==> src/rtl/cu_pkg.sv <==
// Shared definitions for the LEGv8 multi-cycle control unit: control-word
// field positions, control states, PC function encodings and the fetch word.
package cu_pkg;

   localparam int CW_W = 33;

   // Control-word field bit positions
   localparam int CW_ALU_EN      = 32;
   localparam int CW_B_SEL       = 31;
   localparam int CW_FS_HI       = 30;
   localparam int CW_FS_LO       = 26;
   localparam int CW_RFB_EN      = 25;
   localparam int CW_SA_HI       = 24;
   localparam int CW_SA_LO       = 20;
   localparam int CW_SB_HI       = 19;
   localparam int CW_SB_LO       = 15;
   localparam int CW_DA_HI       = 14;
   localparam int CW_DA_LO       = 10;
   localparam int CW_RF_WRITE    = 9;
   localparam int CW_RAM_EN      = 8;
   localparam int CW_RAM_WRITE   = 7;
   localparam int CW_PC_EN       = 6;
   localparam int CW_PC_FS_HI    = 5;
   localparam int CW_PC_FS_LO    = 4;
   localparam int CW_PC_SEL      = 3;
   localparam int CW_STATUS_LOAD = 2;
   localparam int CW_NS_HI       = 1;
   localparam int CW_NS_LO       = 0;

   // PC function select encodings
   localparam logic [1:0] PC_FS_HOLD = 2'b00;
   localparam logic [1:0] PC_FS_INC  = 2'b01;

   typedef enum logic [1:0] {
      STATE_FETCH = 2'd0,
      STATE_EX1   = 2'd1,
      STATE_EX2   = 2'd2,
      STATE_EX3   = 2'd3
   } state_t;

   // Fetch: read RAM at PC, advance PC by 4, go to state 1.
   localparam logic [CW_W-1:0] FETCH_CW = 33'h0_0000_0111;

   // Replace the PC_FS field of a control word.
   function automatic logic [CW_W-1:0] set_pc_fs(input logic [CW_W-1:0] cw_in,
                                                  input logic [1:0]      fs);
      logic [CW_W-1:0] r;
      r = cw_in;
      r[CW_PC_FS_HI:CW_PC_FS_LO] = fs;
      return r;
   endfunction

endpackage

==> src/rtl/cu_stall_gate.sv <==
// Masks the decoded control word while a RAM access is outstanding: nothing
// that commits architectural state may fire, but the RAM request stays up.
module cu_stall_gate
   import cu_pkg::*;
(
   input  logic [CW_W-1:0] cw_dec,
   input  logic            stall,
   output logic [CW_W-1:0] cw_out
);

   // Suppress register-file write, flag load and PC update during a stall
   always_comb begin
      // NOTE: assign the output unconditionally first so no path leaves it unassigned (no latch).
      cw_out = cw_dec;
      if (stall) begin
         cw_out[CW_RF_WRITE]    = 1'b0;
         cw_out[CW_STATUS_LOAD] = 1'b0;
         cw_out                 = set_pc_fs(cw_out, PC_FS_HOLD);
      end
   end

endmodule

==> src/rtl/cu_sequencer.sv <==
// Multi-cycle LEGv8 control sequencer: owns the instruction register and the
// control state, emits the fetch word in state 0 and the (stall-gated)
// decoder word in states 1-3, supports halt-at-boundary and counts retirements.
module cu_sequencer
   import cu_pkg::*;
#(
   parameter int         CNT_W       = 16,
   parameter logic [1:0] FETCH_PC_FS = 2'b01
) (
   input  logic             clock,
   input  logic             reset,
   input  logic [31:0]      instr_in,
   input  logic [CW_W-1:0]  cw_dec,
   input  logic             mem_ready,
   input  logic             halt_req,
   output logic [31:0]      I,
   output logic [1:0]       state,
   output logic [CW_W-1:0]  cw,
   output logic             halted,
   output logic [CNT_W-1:0] instr_count
);

   localparam logic [CW_W-1:0] FETCH_WORD = set_pc_fs(FETCH_CW, FETCH_PC_FS);

   state_t           state_q, state_d;
   logic [31:0]      ir_q, ir_d;
   logic             halted_q, halted_d;
   logic [CNT_W-1:0] cnt_q, cnt_d;
   logic             stall;
   logic [CW_W-1:0]  cw_gated;

   assign stall = cw_dec[CW_RAM_EN] & ~mem_ready;

   cu_stall_gate u_stall_gate (
      .cw_dec (cw_dec),
      .stall  (stall),
      .cw_out (cw_gated)
   );

   // Next-state, IR/counter/halt updates and control-word output
   always_comb begin
      state_d  = state_q;
      ir_d     = ir_q;
      halted_d = halted_q;
      cnt_d    = cnt_q;
      cw       = '0;

      if (state_q == STATE_FETCH) begin
         if (halted_q) begin
            // Idle until halt_req drops; the fetch begins the following cycle.
            halted_d = halt_req;
         end else begin
            // A fetch once started runs to completion; halt_req is ignored here.
            cw = FETCH_WORD;
            if (mem_ready) begin
               ir_d    = instr_in;
               state_d = STATE_EX1;
            end else begin
               cw = set_pc_fs(cw, PC_FS_HOLD);
            end
         end
      end else begin
         cw = cw_gated;
         if (!stall) begin
            state_d = state_t'(cw_dec[CW_NS_HI:CW_NS_LO]);
            if (cw_dec[CW_NS_HI:CW_NS_LO] == STATE_FETCH) begin
               cnt_d    = cnt_q + CNT_W'(1);
               halted_d = halt_req;
            end
         end
      end

      // Reset kills any in-flight write by zeroing the control word.
      if (!reset) cw = '0;
   end

   // State, IR, halt flag and retirement counter registers
   always_ff @(posedge clock) begin
      // NOTE: sequential state uses non-blocking assignments; reset is sampled synchronously.
      if (!reset) begin
         state_q  <= STATE_FETCH;
         ir_q     <= '0;
         halted_q <= 1'b0;
         cnt_q    <= '0;
      end else begin
         state_q  <= state_d;
         ir_q     <= ir_d;
         halted_q <= halted_d;
         cnt_q    <= cnt_d;
      end
   end

   assign I           = ir_q;
   assign state       = state_q;
   assign halted      = halted_q;
   assign instr_count = cnt_q;

endmodule

==> config.mk <==
export PLATFORM = sky130hd
export DESIGN_NAME = cu_sequencer
export DESIGN_NICKNAME = d
export VERILOG_FILES = /design/src/rtl/cu_pkg.sv /design/src/rtl/cu_stall_gate.sv /design/src/rtl/cu_sequencer.sv
export SDC_FILE = /design/constraint.sdc
export NUM_CORES = 1
export LEC_CHECK = 0
export CORE_MARGIN = 4
export CORE_UTILIZATION = 32
export DETAILED_ROUTE_END_ITERATION = 10
export GPL_TIMING_DRIVEN = 0
export PLACE_DENSITY = 0.85
export SETUP_SLACK_MARGIN = 0.15
export SLEW_MARGIN = 20
export SYNTH_ARGS = -nofsm -noshare
export SYNTH_HDL_FRONTEND = slang
export SYNTH_SLANG_ARGS = --single-unit
==> constraint.sdc <==
create_clock -name clock -period 1.6 [get_ports clock]
set_input_delay 0.24 -clock clock [delete_from_list [all_inputs] [get_ports clock]]
set_output_delay 0.24 -clock clock [all_outputs]
set_load 0.05 [all_outputs]
==> reports/summary.json <==
{
  "run_status": {"value": "complete, but fails checks"},
  "violations_in_the_final_reports": {"value": "negative setup slack"},
  "yosys_warnings": {"value": 0},
  "layout_setup_ws": {"value": -0.230, "unit": "ns"},
  "top_level_ports": {"value": 153},
  "inserted_clock_buffers": {"value": 5},
  "cts_htree_levels": {"value": 2},
  "placement_rows": {"value": 30},
  "finalHoldViolations": {"value": 0},
  "area.sequential": {"value": 1070, "unit": "sq um"},
  "p_per_area": {"value": 724, "unit": "nW/um^2"},
  "cts_clk_pin_slew_worst_paths": {"value": 0.09, "unit": "ns"},
  "cts_tree": {"value": "built"},
  "cts-root-to-sink-buffers": {"value": 2},
  "final_common_cell": {"value": "sky130_fd_sc_hd__clkdlybuf4s50_1"},
  "grt_pass1_wl": {"value": 14300, "unit": "um"},
  "place_area": {"value": 4160, "unit": "sq um"},
  "synth_adder_area_share": {"value": 0.553, "unit": "%"},
  "dieWidth": {"value": 92.1, "unit": "um"},
  "fmax": {"value": 0.546, "unit": "GHz"},
  "detail_route.iter0.violations": {"value": 103},
  "drc": {"value": 0},
  "max_cap_violations": {"value": 0},
  "min_path_type": {"value": "in2reg"},
  "fp.dieArea": {"value": 8480, "unit": "sq um"},
  "rsz0062_at_grt": {"value": "true"},
  "fin_area": {"value": 4890, "unit": "sq um"},
  "skew": {"value": 0.00905, "unit": "ns"},
  "final_layout_size_suffix_gt1_share": {"value": 43.7, "unit": "%"},
  "crit_arrival": {"value": 1.59, "unit": "ns"},
  "timing.critical_path.required": {"value": 1.36, "unit": "ns"},
  "detail-route-antenna-nets": {"value": 0},
  "timing_worst_setup_path_type": {"value": "reg2out"},
  "postRouteWirelength": {"value": 9610, "unit": "um"},
  "detail_route.first_pass.iterations": {"value": 4},
  "max_slew.worst_pin.slew": {"value": 0.634, "unit": "ns"},
  "final_cell_mix": {"value": "sky130_fd_sc_hd__clkdlybuf4s50_1 (64), sky130_fd_sc_hd__nand2_1 (60), sky130_fd_sc_hd__dfxtp_1 (35), sky130_fd_sc_hd__and3_4 (30), sky130_fd_sc_hd__buf_6 (27)"},
  "area_used_by_multi_input_combinational_logic": {"value": 1550, "unit": "sq um"},
  "initial_antenna_violation_count": {"value": 1},
  "detailed_route_via_count": {"value": 2841},
  "synth_top_family_by_area": {"value": "simple AND/OR/NAND/NOR gates"},
  "total_power": {"value": 0.00354, "unit": "W"},
  "synthCells": {"value": 290},
  "p_leak": {"value": 1.97, "unit": "nW"},
  "hold_ws": {"value": 0.315, "unit": "ns"},
  "globalRoute.totalOverflow": {"value": 0},
  "number_of_enable_flip_flop_cells_after_synthesis": {"value": 0},
  "n_fill_cell": {"value": 512},
  "floorplan.core_area": {"value": 6830, "unit": "sq um"},
  "via_count_normalized_by_instance_count": {"value": 4.94},
  "post_synthesis_cell_type_count": {"value": 34},
  "postSynthRegisterBits": {"value": 51},
  "synth-seq-area-share": {"value": 45.1, "unit": "%"},
  "synth-simple-area-share": {"value": 31.3, "unit": "%"},
  "cts_hold_repair.buffers": {"value": 0},
  "xor_xnor_cell_area_share_of_the_yosys_netlist": {"value": 1.94, "unit": "%"},
  "min_period_over_period": {"value": 114, "unit": "%"},
  "finalMaxSlewViolations": {"value": 0},
  "startpoint_types": {"value": "flop"},
  "maximum_number_of_pins_on_one_net_before_global_route_repair": {"value": 16},
  "synth_compound_gate_area_share": {"value": 15.6, "unit": "%"},
  "post_synth_instance_area": {"value": 2260, "unit": "sq um"},
  "initial_utilization": {"value": 33.1, "unit": "%"},
  "cts_root_buffer": {"value": "sky130_fd_sc_hd__clkbuf_8"},
  "synth_fp_nets": {"value": 360},
  "chipHeight": {"value": 92.1, "unit": "um"},
  "port_buffers": {"value": 152},
  "max-vdd-ir-drop": {"value": 0.617, "unit": "mV"},
  "synth.mux.area_fraction": {"value": 0.442, "unit": "%"},
  "report.final.setup_viol": {"value": 33},
  "area_growth_syn_to_layout": {"value": 116, "unit": "%"},
  "postSynthAreaPerCell": {"value": 7.80, "unit": "sq um"},
  "via_count_of_the_first_global_routing_pass": {"value": 2854},
  "place_worst_setup_slack": {"value": -1.25, "unit": "ns"},
  "worst_setup_path_end_kind": {"value": "output pin"},
  "average_wire_per_standard_cell": {"value": 16.7, "unit": "um"},
  "clock_latency": {"value": 0.30, "unit": "ns"},
  "nets_finish": {"value": 547},
  "final_wtd_congestion": {"value": 0.888},
  "grtUsageTotal": {"value": 21.0, "unit": "%"},
  "synthFlopType": {"value": "sky130_fd_sc_hd__dfxtp_1"},
  "hpwl": {"value": 6220, "unit": "um"},
  "max_slew_margin": {"value": 57.7, "unit": "%"},
  "post-route-min-period": {"value": 1.83, "unit": "ns"},
  "clkSinkCount": {"value": 51},
  "largest_fanout_of_any_net_on_the_critical_path": {"value": 8},
  "postSynth.asyncResetShare": {"value": 0, "unit": "%"}
}
[cells in the mapped netlist (3+ instances only)]
cell type	number	area, sq um
sky130_fd_sc_hd__buf_2	4	20.0
sky130_fd_sc_hd__nand4_1	5	31.3
sky130_fd_sc_hd__or4_1	6	45.0
sky130_fd_sc_hd__inv_1	3	11.3
sky130_fd_sc_hd__clkbuf_1	18	67.6
sky130_fd_sc_hd__and3_1	30	188
sky130_fd_sc_hd__o21ai_0	6	30.0
sky130_fd_sc_hd__a21oi_1	49	245
sky130_fd_sc_hd__nor2_1	8	30.0
sky130_fd_sc_hd__xor2_1	5	43.8
sky130_fd_sc_hd__dfxtp_1	51	1020
sky130_fd_sc_hd__o31ai_1	6	45.0
sky130_fd_sc_hd__or3_1	4	25.0
sky130_fd_sc_hd__nand3_1	4	20.0
sky130_fd_sc_hd__nand2_1	70	263
sky130_fd_sc_hd__and2_1	3	18.8
[path summary, 6_finish.rpt]
path                                 end  slack [ns]             startpoint  depth (start not counted)
min reg2reg           I[31]$_SDFFE_PN0P_        0.46     I[31]$_SDFFE_PN0P_                          2
min                state[1]$_SDFFE_PN0P_        0.32              cw_dec[1]                          3
max                                cw[8]       -0.23  state[1]$_SDFFE_PN0P_                          6
max reg2reg  instr_count[7]$_SDFFE_PN0P_        0.01  state[1]$_SDFFE_PN0P_                          7
[per-layer routing]
| metal | share of wire, % | GRT usage, % | vias up |
|---|---|---|---|
| li1 | - | - | 1377 |
| met1 | 36 | 22.5 | 1328 |
| met2 | 55 | 37.7 | 113 |
| met3 | 7.1 | 6.64 | 23 |
| met4 | 2.1 | 8.79 | 0 |
| met5 | 0 | 0 | - |
[critical path, stage by stage, from the launching register on]
cell	delay, ns
sky130_fd_sc_hd__dfxtp_4	0.36
sky130_fd_sc_hd__or2_4	0.26
sky130_fd_sc_hd__buf_8	0.14
sky130_fd_sc_hd__clkbuf_16	0.16
sky130_fd_sc_hd__a21oi_4	0.16
sky130_fd_sc_hd__nor2_4	0.05
sky130_fd_sc_hd__buf_8	0.16
[through the flow]
stage          instances  utilization, %  setup TNS, ns
3_3_place_gp         538            60.9         -35.94
2_1_floorplan        290               -              0
4_1_cts              567            68.4          -5.38
6_report             575            71.6          -5.99
3_5_place_dp         538            60.9         -38.64
5_1_grt              575            71.6          -7.24
[final cells by class]
cell class | instances | share of cell area (%)
antenna | 1 | 0.0512
buffer | 23 | 5.42
clock buffer | 8 | 2.07
inverter | 4 | 0.307
multi-input combinational | 212 | 31.6
sequential | 51 | 21.8
tap | 96 | 2.46
timing repair buffer | 180 | 36.2
[state kept, by name (all words and copies together), names as in the netlist]
name	flops
state	2
halted	1
instr_count	16
I	32
[timing repair]
| action | CTS | global route |
|---|---|---|
| pin swaps | 18 | 8 |
| resized for setup | 368 | 95 |
| cloned | 2 | 1 |
| setup buffers | 19 | 6 |
| setup endpoints to repair | 129 | 108 |
[where the power goes]
group / leakage, nW / switching [W] / internal [W]
Clock: 0.0506 / 0.000419 / 0.000406
Sequential: 0.427 / 0.0000371 / 0.00132
Combinational: 1.49 / 0.000767 / 0.000592
Total: 1.97 / 0.00122 / 0.00232
[cells by family (layout without fill, tap and decap cells)]
kind of cell,count (synthesis),in the layout
simple gates,140,140
compound gates,65,65
flops,51,51
buf+inv,27,215
xor+xnor,5,5
fa+ha+maj,1,1
mux,1,1
other cells,0,1
No activity file was read; power rests on OpenSTA's default activity.
